--- src/rtl/game_nxn.sv ---
// N x N tic-tac-toe controller with K-in-a-row win detection and a sequential
// win walker. Define GAME_FLASH_O_EN to make O cells flash on occ_pos.
module game_nxn #(
  parameter int N = 3,
  parameter int K = 3
) (
  input  logic           clk,
  input  logic           reset,
  input  logic           flash_clk,
  input  logic [N*N-1:0] sel_pos,
  input  logic           buttonX,
  input  logic           buttonO,
  output logic           turnX,
  output logic           turnO,
  output logic [N*N-1:0] occ_pos,
  output logic [7:0]     game_st
);
  localparam int NC = N * N;
  localparam int MW = $clog2(NC + 1);
  localparam int IW = $clog2(NC);
  localparam logic [7:0] CH_PLAY = 8'h2D;
  localparam logic [7:0] CH_X    = 8'h58;
  localparam logic [7:0] CH_O    = 8'h4F;
  localparam logic [7:0] CH_C    = 8'h43;
  localparam logic [7:0] CH_E    = 8'h45;

  typedef enum logic [2:0] {PLAY_X, PLAY_O, CHECK, DONE, ERR} state_t;
  state_t state_q, state_d;

  logic [NC-1:0] occ_q, own_q;
  logic [MW-1:0] mcnt_q;
  logic [3:0]    row_q, col_q;
  logic          mover_o_q;
  logic [7:0]    res_q, res_d;
  logic          buttonX_q, buttonO_q;
  logic          press_x, press_o, move_ok;

  // walker state: direction, side (+/-), step along side, run count
  logic [1:0] dir_q;
  logic       side_q;
  logic [2:0] step_q;
  logic [3:0] cnt_q;
  logic       ok_q, win_q;

  assign press_x = buttonX & ~buttonX_q;
  assign press_o = buttonO & ~buttonO_q;

  logic [3:0] sel_r, sel_c;
  always_comb begin
    sel_r = '0;
    sel_c = '0;
    for (int r = 0; r < N; r++)
      for (int c = 0; c < N; c++)
        if (sel_pos[r*N+c]) begin
          sel_r = 4'(r);
          sel_c = 4'(c);
        end
  end

  // Cell under the walker and its contribution to the current run
  logic [7:0]    off, dr, dc, wr, wc;
  logic [IW-1:0] cidx;
  logic          in_b, hit, base_ok, ok_d, last_step, last_cell, win_d;
  logic [3:0]    base_cnt, cnt_d;
  always_comb begin
    off = 8'(step_q) + 8'd1;
    dr  = (dir_q == 2'd0) ? 8'd0 : off;
    unique case (dir_q)
      2'd0:    dc = off;
      2'd1:    dc = 8'd0;
      2'd2:    dc = off;
      default: dc = 8'd0 - off;
    endcase
    if (side_q) begin
      dr = 8'd0 - dr;
      dc = 8'd0 - dc;
    end
    wr   = {4'd0, row_q} + dr;
    wc   = {4'd0, col_q} + dc;
    in_b = !wr[7] && !wc[7] && (wr < 8'(N)) && (wc < 8'(N));
    cidx = in_b ? IW'(wr * 8'(N) + wc) : '0;
    hit  = in_b && occ_q[cidx] && (own_q[cidx] == mover_o_q);
    last_step = (step_q == 3'(K - 2));
    last_cell = last_step && side_q && (dir_q == 2'd3);
    // a miss stops counting on this side but the walk keeps a fixed length
    base_ok  = (step_q == 3'd0) ? 1'b1 : ok_q;
    base_cnt = (step_q == 3'd0 && !side_q) ? 4'd1 : cnt_q;
    ok_d     = base_ok && hit;
    cnt_d    = base_cnt + {3'd0, ok_d};
    win_d    = win_q || (last_step && side_q && (cnt_d >= 4'(K)));
  end

  always_comb begin
    state_d = state_q;
    move_ok = 1'b0;
    res_d   = res_q;
    unique case (state_q)
      PLAY_X, PLAY_O: begin
        if (press_x || press_o) begin
          if ((press_x && press_o) || ((state_q == PLAY_O) ? press_x : press_o) ||
              !$onehot(sel_pos) || (|(sel_pos & occ_q)))
            state_d = ERR;
          else begin
            state_d = CHECK;
            move_ok = 1'b1;
          end
        end
      end
      CHECK: begin
        if (press_x || press_o)
          state_d = ERR;
        else if (last_cell) begin
          if (win_d) begin
            state_d = DONE;
            res_d   = mover_o_q ? CH_O : CH_X;
          end else if (mcnt_q == MW'(NC)) begin
            state_d = DONE;
            res_d   = CH_C;
          end else
            state_d = mover_o_q ? PLAY_X : PLAY_O;
        end
      end
      default: ;
    endcase
  end

  always_ff @(posedge clk) begin
    if (reset) begin
      state_q   <= PLAY_X;
      occ_q     <= '0;
      own_q     <= '0;
      mcnt_q    <= '0;
      row_q     <= '0;
      col_q     <= '0;
      mover_o_q <= 1'b0;
      res_q     <= CH_PLAY;
      buttonX_q <= 1'b0;
      buttonO_q <= 1'b0;
      dir_q     <= '0;
      side_q    <= 1'b0;
      step_q    <= '0;
      cnt_q     <= 4'd1;
      ok_q      <= 1'b1;
      win_q     <= 1'b0;
    end else begin
      state_q   <= state_d;
      res_q     <= res_d;
      buttonX_q <= buttonX;
      buttonO_q <= buttonO;
      if (move_ok) begin
        occ_q     <= occ_q | sel_pos;
        if (state_q == PLAY_O) own_q <= own_q | sel_pos;
        row_q     <= sel_r;
        col_q     <= sel_c;
        mover_o_q <= (state_q == PLAY_O);
        mcnt_q    <= mcnt_q + 1'b1;
        dir_q     <= '0;
        side_q    <= 1'b0;
        step_q    <= '0;
        cnt_q     <= 4'd1;
        ok_q      <= 1'b1;
        win_q     <= 1'b0;
      end else if (state_q == CHECK) begin
        cnt_q <= cnt_d;
        ok_q  <= ok_d;
        win_q <= win_d;
        if (last_step) begin
          step_q <= '0;
          side_q <= ~side_q;
          if (side_q) dir_q <= dir_q + 2'd1;
        end else
          step_q <= step_q + 3'd1;
      end
    end
  end

  assign turnX = (state_q == PLAY_X);
  assign turnO = (state_q == PLAY_O);

  always_comb begin
    unique case (state_q)
      DONE:    game_st = res_q;
      ERR:     game_st = CH_E;
      default: game_st = CH_PLAY;
    endcase
  end

`ifdef GAME_FLASH_O_EN
  // two-stage sample of the slow flash input; phase toggles on its rise
  logic flash_s1, flash_s2, phase;
  always_ff @(posedge clk) begin
    if (reset) begin
      flash_s1 <= 1'b0;
      flash_s2 <= 1'b0;
      phase    <= 1'b0;
    end else begin
      flash_s1 <= flash_clk;
      flash_s2 <= flash_s1;
      if (flash_s1 && !flash_s2) phase <= ~phase;
    end
  end
  assign occ_pos = occ_q & (~own_q | {NC{phase}});
`else
  logic unused_flash;
  assign unused_flash = flash_clk;
  assign occ_pos = occ_q;
`endif

endmodule

--- config.mk ---
export PLATFORM = sky130hd
export DESIGN_NAME = game_nxn
export DESIGN_NICKNAME = d
export VERILOG_FILES = /design/src/rtl/game_nxn.sv
export SDC_FILE = /design/constraint.sdc
export NUM_CORES = 1
export LEC_CHECK = 0
export CAP_MARGIN = 20
export CORE_UTILIZATION = 40
export CTS_CLUSTER_SIZE = 14
export DETAILED_ROUTE_END_ITERATION = 10
export DONT_BUFFER_PORTS = 1
export SLEW_MARGIN = 40
export SYNTH_ARGS = -nofsm -noshare
export SYNTH_HDL_FRONTEND = slang
export SYNTH_SLANG_ARGS = --single-unit
--- constraint.sdc ---
create_clock -name clk -period 19.37 [get_ports clk]
set_clock_uncertainty 0.1 [all_clocks]
set_input_delay 2.9055 -clock clk [delete_from_list [all_inputs] [get_ports clk]]
set_output_delay 2.9055 -clock clk [all_outputs]
set_load 0.02 [all_outputs]
==> out/metrics.csv, run 1 <==
metric;value;unit
clkSinkCount;51;
start_util;0.422;
coreArea;8380;um2
cp_data_required_time;19.53;ns
overflow;0;
nNetsFinal;461;
antenna_found_initial;0;
cts_buffers;5;
critPathLaunchType;register;
yosysTopAreaCellShare;0.289;
rr_worst_depth;28;
fp.dieW;96.1;um
hold_ws;0.357;ns
path_buf_inv;4;
synth_cells;425;
synth_area;3540;um2
io_pins;33;
crit_path_end_kind;register;
synthesis.nets;472;
ctsHoldBuffers;0;
cpMostUsedCell;ha_1;
hp-class;register to register;
post_cts.repair.setup_buffers;0;
arrival;7.22;ns
avgSynthCellArea;8.33;um2
drtPass1Iterations;4;
grt_first_pass_wirelength;12600;um
num_vias;2848;
r2r-end;res_q[4]$_SDFFE_PP0P_;
ys_top_cells_by_area;dfxtp_1 (29%), ha_1 (8.1%), nor2_1 (6.9%), a21oi_1 (5.9%), fa_1 (5.7%);
setup_viol;0;
slew_headroom;0.521;
post-dp-hpwl;5410;um
clk_pin_slew;0.11;ns
async_flop_share;0;
crit_path_end;res_q[4]$_SDFFE_PP0P_;
cts.path.max_buffers;2;
htree_levels;2;
r2r_slack;12.32;ns
powerDensity;64.5;nW/um2
ys_seq_elements;51;
rr_startpoint;step_q[0]$_SDFFE_PP0P_;
cp.depth;28;
yosysTopAreaCell;dfxtp_1;
cp_slowest_stage_delay;0.56;ns
routed_via_density;5.48;
drv_cap;0;
report.final.slew_viol_count;0;
cp_slowest_cell;dfxtp_1;
outcome;completed;
max_freq;142;MHz
wl_per_cell;14.2;um
ant_nets;0;
rsz0062_at_grt;no;
p_leak;1.33;nW
drc_errors;0;
post-route-period-util;0.364;
cts_tree;yes;
cp_max_fo;11;
drtIter0Drc;108;
area_delta_synth_final;3.61;%
grt_max_degree;42;
clkLatencyLatePin;0.32;ns
yosysMostFrequentCell;nor2_1;
yosys_warnings;0;
clock_tree.root_cell;clkbuf_8;
drt_wl_total;7360;um
post_cts_resize_count;0;
tightest_slew;0.713;ns
dieArea;9230;um2
synth.distinct_cells;71;
portBuffers;0;
crit_type;register to register;
routabilityCongestion;0.848;
antenna_cells;0;
period_minus_slack;7.05;ns
grt_util_all_layers;0.174;
hold_viol;0;
grt_pass1_vias;2660;
finalSetupTns;0;ns
synth_commonest_cells;nor2_1 (65), dfxtp_1 (51), a21oi_1 (42);
die_h;96.1;um
synth_edf_count;0;
synth_top_flop_cell;dfxtp_1;
cp_top_family;adder cells;
startpoint;step_q[0]$_SDFFE_PP0P_;
row_count;33;
layout-drive-gt1-share;0.0892;
ys_seq_area_frac;0.289;
ir_drop;0.0365;mV
==> registers in the layout, summed over array words and instances (netlist names) <==
name / flops
step_q: 3
win_q: 1
mover_o_q: 1
dir_q: 2
row_q: 2
own_q: 9
side_q: 1
col_q: 2
buttonX_q: 1
occ_pos: 9
ok_q: 1
cnt_q: 4
res_q: 7
buttonO_q: 1
state_q: 3
mcnt_q: 4
==> layout by cell type, fill, tap and decap left out, types with 3 or more instances in the layout <==
cell type / count
nand4_1: 4
mux2i_1: 4
ha_1: 23
nand2_1: 22
nand3b_1: 3
and2_1: 6
o21ai_0: 11
nand3_1: 5
mux4_2: 3
nand2b_1: 6
fa_1: 10
nor3_1: 10
a22oi_1: 5
a21o_1: 4
clkbuf_8: 5
nor2_1: 65
nor2b_1: 8
a21oi_1: 42
a31oi_1: 3
xnor2_1: 11
o31ai_1: 4
nor3_2: 3
o21a_1: 3
or2_2: 4
a211oi_1: 4
dfxtp_1: 51
and3_1: 3
inv_1: 39
==> logic make-up after synthesis <==
group,Yosys count,synth area share
AO/OA/AOI/OAI,100,0.196
XOR/XNOR,13,0.0322
adder cells (fa/ha/maj),33,0.138
buffers and inverters,58,0.0711
flip-flops,51,0.289
multiplexers,10,0.0400
other,1,0.00106
AND/OR/NAND/NOR,159,0.233
==> routing by layer <==
layer | wire length, um | track usage
met4 | 141 | 0.0572
met2 | 3320 | 0.269
met3 | 285 | 0.0332
met5 | 0 | 0
met1 | 3620 | 0.243
==> stage by stage <==
stage          instances   util  setup slack [ns]  total power, mW  area, um2
6_report             520  0.437             12.32            0.236       3670
4_1_cts              520  0.437             12.00            0.238       3660
5_1_grt              520  0.437             11.74            0.251       3670
3_5_place_dp         512  0.426             11.71            0.172       3570
2_1_floorplan        425      -             12.75            0.163       3540
3_3_place_gp         512  0.426             11.71            0.171       3570
==> final cells by class <==
| type | instances | area, um2 |
|---|---|---|
| inverter | 40 | 150 |
| multi-input combinational | 316 | 2270 |
| fill | 840 | 4720 |
| clock inverter | 3 | 27.5 |
| sequential | 51 | 1020 |
| tap | 105 | 131 |
| clock buffer | 5 | 68.8 |
==> worst reg2reg max path, delay by kind of cell, from the launching register on <==
family / cells / cell delay, ns
buffers and inverters: 4 / 0.35
adders and majority gates: 8 / 2.87
DFF: 1 / 0.56
and+or+nand+nor: 5 / 0.70
muxes: 1 / 0.27
xor gates and xnor gates: 1 / 0.12
AOI/OAI and AO/OA: 9 / 2.03
==> power breakdown <==
group	leakage [nW]	switching (mW)	internal [mW]
sequential	0.413	0.00579	0.108
clock	0.0467	0.0404	0.0269
combinational	0.876	0.0318	0.0231
==> worst min path at each step <==
stage / start / endpoint / cells after the start
3_3_place_gp: res_q[4]$_SDFFE_PP0P_ / res_q[4]$_SDFFE_PP0P_ / 2
3_5_place_dp: res_q[4]$_SDFFE_PP0P_ / res_q[4]$_SDFFE_PP0P_ / 2
4_1_cts: res_q[4]$_SDFFE_PP0P_ / res_q[4]$_SDFFE_PP0P_ / 2
2_1_floorplan: res_q[6]$_SDFFE_PP0P_ / res_q[6]$_SDFFE_PP0P_ / 2
6_report: res_q[4]$_SDFFE_PP0P_ / res_q[4]$_SDFFE_PP0P_ / 2
5_1_grt: res_q[4]$_SDFFE_PP0P_ / res_q[4]$_SDFFE_PP0P_ / 2
No activity file was read; power rests on OpenSTA's default activity.
==> run 2: changes to the inputs <==
==> constraint.sdc (replaced) <==
create_clock -name clk -period 7.1 [get_ports clk]
set_clock_uncertainty 0.1 [all_clocks]
set_input_delay 1.065 -clock clk [delete_from_list [all_inputs] [get_ports clk]]
set_output_delay 1.065 -clock clk [all_outputs]
set_load 0.02 [all_outputs]
==> run 2 against run 1 <==
Net effect: sequential cell count stayed put; setup slack worse by 12 ns; clock power grew to 2.5 times the previous value; critical path type unchanged; largest power group unchanged.
==> out/metrics.csv, run 2 (same netlist as run 1, synthesis figures left out) <==
metric;value;unit;change
area_delta_synth_final;5.09;%;
overflow;0;;unchanged
arrival;6.78;ns;-0.44 ns
crit_type;register to register;;
hold_viol;0;;unchanged
start_util;0.422;;unchanged
fp.dieW;96.1;um;unchanged
rr_startpoint;dir_q[0]$_SDFFE_PP0P_;;
ctsHoldBuffers;0;;unchanged
pre_cts_slack;0.208;ns;-11.50 ns
cts.path.max_buffers;2;;unchanged
cp_max_fo;8;;-3
clock_tree.root_cell;clkbuf_8;;
cp_slowest_cell;fa_2;;
routed_via_density;5.37;;-1.9%
crit_path_end_kind;register;;
ir_drop;0.0924;mV;+150%
power;638;uW;+170%
row_count;33;;unchanged
worst_slack;0.423;ns;-11.89 ns
portBuffers;0;;unchanged
drt_wl_total;7460;um;+1.4%
outcome;completed;;
wl_per_cell;14.2;um;+0.45%
period_minus_slack;6.68;ns;-0.376 ns
die_h;96.1;um;unchanged
post_cts_resize_count;0;;unchanged
drv_cap;0;;unchanged
cp_data_required_time;7.20;ns;-12.33 ns
drc_errors;0;;unchanged
layout-drive-gt1-share;0.114;;+0.0251
drtIter0Drc;99;;-8.3%
post-dp-hpwl;5460;um;+0.82%
coreArea;8380;um2;unchanged
grt_util_all_layers;0.173;;-0.000747
dieArea;9230;um2;unchanged
antenna_found_initial;0;;unchanged
rr_worst_depth;30;;+7.1%
fin_util;0.444;;+0.00627
r2r-end;res_q[2]$_SDFFE_PP1P_;;
n_fill_cell;841;;+0.12%
cp_slowest_stage_delay;0.62;ns;+0.06 ns
grt_first_pass_wirelength;12600;um;-0.33%
io_pins;33;;unchanged
critPathLaunchType;register;;
slew_headroom;0.512;;-0.00909
report.final.slew_viol_count;0;;unchanged
cpMostUsedCell;ha_1;;
cts_tree;yes;;
finalSetupTns;0;ns;unchanged
multi_input_area;2290;um2;+0.99%
seq_area;1020;um2;+0.12%
setup_viol;0;;unchanged
cts_buffers;5;;unchanged
ant_nets;0;;unchanged
clkSinkCount;51;;unchanged
num_vias;2820;;-0.98%
htree_levels;2;;unchanged
post-route-period-util;0.940;;+0.576
p_leak;1.36;nW;+2.2%
nNetsFinal;466;;+1.1%
max_freq;150;MHz;+5.6%
startpoint;dir_q[0]$_SDFFE_PP0P_;;
drtPass1Iterations;4;;unchanged
hold_ws;0.348;ns;-0.00991 ns
layout_common_cells;nor2_1 (65), dfxtp_1 (50), a21oi_1 (42), inv_1 (39);;
powerDensity;172;nW/um2;+170%
crit_path_end;res_q[2]$_SDFFE_PP1P_;;
antenna_cells;0;;unchanged
hp-class;register to register;;
grt_max_degree;42;;unchanged
routabilityCongestion;0.826;;-2.5%
grt_pass1_vias;2647;;-0.49%
tightest_slew;0.727;ns;+0.0135 ns
mostFrequentLayoutCell;nor2_1;;
post_cts.repair.setup_buffers;0;;unchanged
r2r_slack;0.42;ns;-11.89 ns
clkLatencyLatePin;0.31;ns;about the same
clk_pin_slew;0.10;ns;about the same
==> run 2: critical path: cells and delay by family, from the launching register on <==
kind	cells	cell delay (ns)
adders and majority gates	8	2.77
and+or+nand+nor	7	0.69
muxes	3	0.76
DFF	1	0.38
AOI/OAI and AO/OA	8	1.60
buffers and inverters	4	0.29
==> run 2: metrics by stage <==
step | instances | cell area [um2]
after CTS | 525 | 3690
after global routing | 525 | 3720
after floorplan | 425 | 3540
after global placement | 517 | 3610
final | 525 | 3720
after detailed placement | 517 | 3610
==> run 2: report_power, final <==
group	internal, mW	switching, mW
Combinational	0.0657	0.0932
Clock	0.0696	0.101
Sequential	0.296	0.0133
==> run 2: worst min-delay path by stage <==
stage | start | end | slack (ns) | depth (start not counted)
CTS | res_q[4]$_SDFFE_PP0P_ | res_q[4]$_SDFFE_PP0P_ | 0.35 | 2
finish | res_q[4]$_SDFFE_PP0P_ | res_q[4]$_SDFFE_PP0P_ | 0.35 | 2
global placement | res_q[4]$_SDFFE_PP0P_ | res_q[4]$_SDFFE_PP0P_ | 0.34 | 2
detailed placement | res_q[4]$_SDFFE_PP0P_ | res_q[4]$_SDFFE_PP0P_ | 0.34 | 2
floorplan | res_q[6]$_SDFFE_PP0P_ | res_q[6]$_SDFFE_PP0P_ | 0.33 | 2
global route | res_q[4]$_SDFFE_PP0P_ | res_q[4]$_SDFFE_PP0P_ | 0.37 | 2
==> run 2: per-layer routing <==
layer / track usage / part of all wire / wire length, um
met4: 0.0448 / 0.010 / 77
met2: 0.274 / 0.45 / 3390
met3: 0.0348 / 0.035 / 262
met5: 0 / 0 / 0
met1: 0.241 / 0.50 / 3740
==> run 2: layout make-up <==
| class | count | area share |
|---|---|---|
| multi-input combinational | 316 | 0.616 |
| timing repair buffer | 5 | 0.0101 |
| tap | 105 | 0.0353 |
| inverter | 40 | 0.0404 |
| clock inverter | 3 | 0.00505 |
| sequential | 51 | 0.275 |
| clock buffer | 5 | 0.0185 |
==> run 3: changes to the inputs <==
--- a/config.mk
+++ b/config.mk
@@ -5,6 +5,7 @@
 export SDC_FILE = /design/constraint.sdc
 export NUM_CORES = 1
 export LEC_CHECK = 0
+export ABC_AREA = 1
 export CAP_MARGIN = 20
 export CORE_UTILIZATION = 40
 export CTS_CLUSTER_SIZE = 14
==> run 3 against run 2 <==
Net effect: count of clock-buffer cells in the layout rose by 1; clock power down 2%; hold slack better by 0.019 ns; synthesized area fell by 0.32%; die area is 0.31% lower; critical path depth rose by 3; synthesized cell count grew 17%; largest cell class unchanged; combinational power increased by 140%; wire length up 3.7%; non-clock buffer count shrank 3; first-iteration DRC count is 17% higher; sequential power increased by 4%; critical endpoint is now res_q[4]$_SDFFE_PP0P_.
==> out/metrics.csv, run 3 <==
metric;value;unit;change
pre_cts_slack;0.356;ns;+0.148 ns
grt_util_all_layers;0.186;;+0.0130
swShare;0.426;;+0.101
n_fill_cell;864;;+2.7%
multi_input_area;2150;um2;-5.9%
cp_slowest_stage_delay;0.50;ns;-0.12 ns
coreArea;8380;um2;unchanged
arrival;6.56;ns;-0.22 ns
hp-class;register to register;;
ys_seq_elements;51;;unchanged
clock_tree.root_cell;clkbuf_8;;
p_int;501;uW;+16%
wl_per_cell;12.9;um;-9.4%
seqPwrFrac;0.367;;-0.117
p_leak;1.62;nW;+19%
die_h;95.9;um;-0.16%
pwr-share-clk;0.191;;-0.076
ys_top_cells_by_area;dfxtp_1 (29%), nand2_1 (10%), ha_1 (8.2%), inv_1 (8.0%), fa_1 (5.7%);;
yosysMostFrequentCell;nand2_1;;
rsz0062_at_grt;no;;
cts.path.max_buffers;2;;unchanged
cp_max_fo;9;;+1
synthesis.nets;544;;+15%
setup_viol;0;;unchanged
cp_data_required_time;7.25;ns;+0.05 ns
worst_slack;0.681;ns;+0.258 ns
finalSetupTns;0;ns;unchanged
period_minus_slack;6.42;ns;-0.258 ns
max_freq;156;MHz;+4.0%
post-dp-hpwl;6120;um;+12%
yosys_warnings;0;;unchanged
synth_edf_count;0;;unchanged
drv_cap;0;;unchanged
power;872;uW;+37%
dieArea;9200;um2;-0.31%
critPathLaunchType;register;;
grt_max_degree;27;;-36%
yosysTopAreaCell;dfxtp_1;;
avgSynthCellArea;7.10;um2;-15%
clkLatencyLatePin;0.31;ns;about the same
row_count;33;;unchanged
synth_top_flop_cell;dfxtp_1;;
yosysTopAreaCellShare;0.289;;+0.000921
post-route-period-util;0.904;;-0.0364
synth.distinct_cells;47;;-34%
drc_errors;0;;unchanged
drtIter0Drc;116;;+17%
outcome;completed;;
crit_type;register to register;;
hold_viol;0;;unchanged
grt_pass1_vias;2976;;+12%
ant_nets;0;;unchanged
ys_seq_area_frac;0.289;;+0.000921
clk_pin_slew;0.10;ns;about the same
drt_wl_total;7740;um;+3.7%
slew_headroom;0.529;;+0.0167
overflow;0;;unchanged
htree_levels;2;;unchanged
area_delta_synth_final;5.53;%;
grt_first_pass_wirelength;13400;um;+7.1%
fp.dieW;95.9;um;-0.16%
cts_tree;yes;;
routabilityCongestion;0.829;;+0.35%
tightest_slew;0.703;ns;-0.0238 ns
powerDensity;234;nW/um2;+36%
io_pins;33;;unchanged
layout_common_cells;nand2_1 (93), inv_1 (74), dfxtp_1 (51), nor2_1 (45), nand3_1 (35);;
synth_area;3530;um2;-0.32%
synth_commonest_cells;nand2_1 (94), inv_1 (75), dfxtp_1 (51);;
async_flop_share;0;;unchanged
portBuffers;0;;unchanged
layout-drive-gt1-share;0.0867;;-0.0276
cp_slowest_cell;fa_1;;
routed_via_density;5.19;;-3.4%
mostFrequentLayoutCell;nand2_1;;
drtPass1Iterations;7;;+3
cts_buffers;5;;unchanged
antenna_cells;0;;unchanged
seq_area;1020;um2;-0.12%
nNetsFinal;542;;+16%
switchingPower;371;uW;+79%
num_vias;3118;;+11%
ir_drop;0.149;mV;+61%
synth_cells;497;;+17%
start_util;0.421;;-0.00134
clkSinkCount;51;;unchanged
antenna_found_initial;0;;unchanged
p_comb_frac;0.441;;+0.192
report.final.slew_viol_count;0;;unchanged
crit_path_end_kind;register;;
-- run 3: cell types whose count changed after synthesis, sizes merged, moves of 9 or more --
cell	before	now
o21ai	12	29
nand3	5	40
inv	40	81
nand2b	9	0
nand2	22	105
nor2	65	47
a21oi	42	33
-- run 3: metal layers --
metal	GRT usage	vias to the layer above	routed length [um]	part of all wire
li1	-	1610	-	-
met1	0.245	1451	3720	0.48
met2	0.315	48	3610	0.47
met3	0.0316	9	298	0.039
met4	0.0498	0	113	0.015
met5	0	-	0	0
-- run 3: cells by family after synthesis --
logic type	synth area share
flip-flops	0.289
adder cells (fa/ha/maj)	0.138
AND/OR/NAND/NOR	0.295
other	0.00106
buffers and inverters	0.104
XOR/XNOR	0.0248
AO/OA/AOI/OAI	0.148
-- run 3: final timing paths --
check	from	endpoint	slack [ns]	depth (start not counted)
max	step_q[0]$_SDFFE_PP0P_	res_q[4]$_SDFFE_PP0P_	0.68	33
min	res_q[1]$_SDFFE_PP0P_	res_q[1]$_SDFFE_PP0P_	0.37	2
max reg2reg	step_q[0]$_SDFFE_PP0P_	res_q[4]$_SDFFE_PP0P_	0.68	33
min reg2reg	res_q[1]$_SDFFE_PP0P_	res_q[1]$_SDFFE_PP0P_	0.37	2
-- run 3: stage by stage --
| stage | area (um2) | util | instances | hold WS [ns] |
|---|---|---|---|---|
| final | 3720 | 0.444 | 601 | 0.366 |
| after floorplan | 3530 | - | 497 | 0.328 |
| after global routing | 3720 | 0.444 | 601 | 0.403 |
| after global placement | 3620 | 0.432 | 593 | 0.341 |
| after detailed placement | 3620 | 0.432 | 593 | 0.353 |
| after CTS | 3710 | 0.442 | 601 | 0.370 |
-- run 3: critical path, delay by kind of cell (launching register included) --
family | cells | cell delay [ns]
AND/OR/NAND/NOR | 12 | 1.45
buffers and inverters | 5 | 0.34
AO/OA/AOI/OAI | 4 | 0.70
XOR/XNOR | 4 | 0.61
flip-flops | 1 | 0.43
adder cells (fa/ha/maj) | 8 | 2.73
-- run 3: final cells by class --
class,count,share of cell area
clock inverters,2,0.00336
repair buffers,2,0.00403
well taps,105,0.0353
multi-input cells,351,0.579
clock buffers,6,0.0195
inverters,84,0.0847
flip-flops and latches,51,0.274
-- run 3: what timing repair did --
| action | in CTS | in global routing |
|---|---|---|
| hold buffers | 0 | 0 |
| gates resized for setup | 0 | 4 |
| endpoints found under the setup margin | 0 | 6 |
| setup buffers | 0 | 0 |
-- run 3: power by group through the flow --
stage | sequential (mW) | clock, mW | combinational [mW]
after floorplan | 0.321 | 0 | 0.311
after global placement | 0.326 | 0 | 0.376
after detailed placement | 0.327 | 0 | 0.382
after CTS | 0.320 | 0.170 | 0.386
after global routing | 0.323 | 0.182 | 0.442
final | 0.320 | 0.167 | 0.385
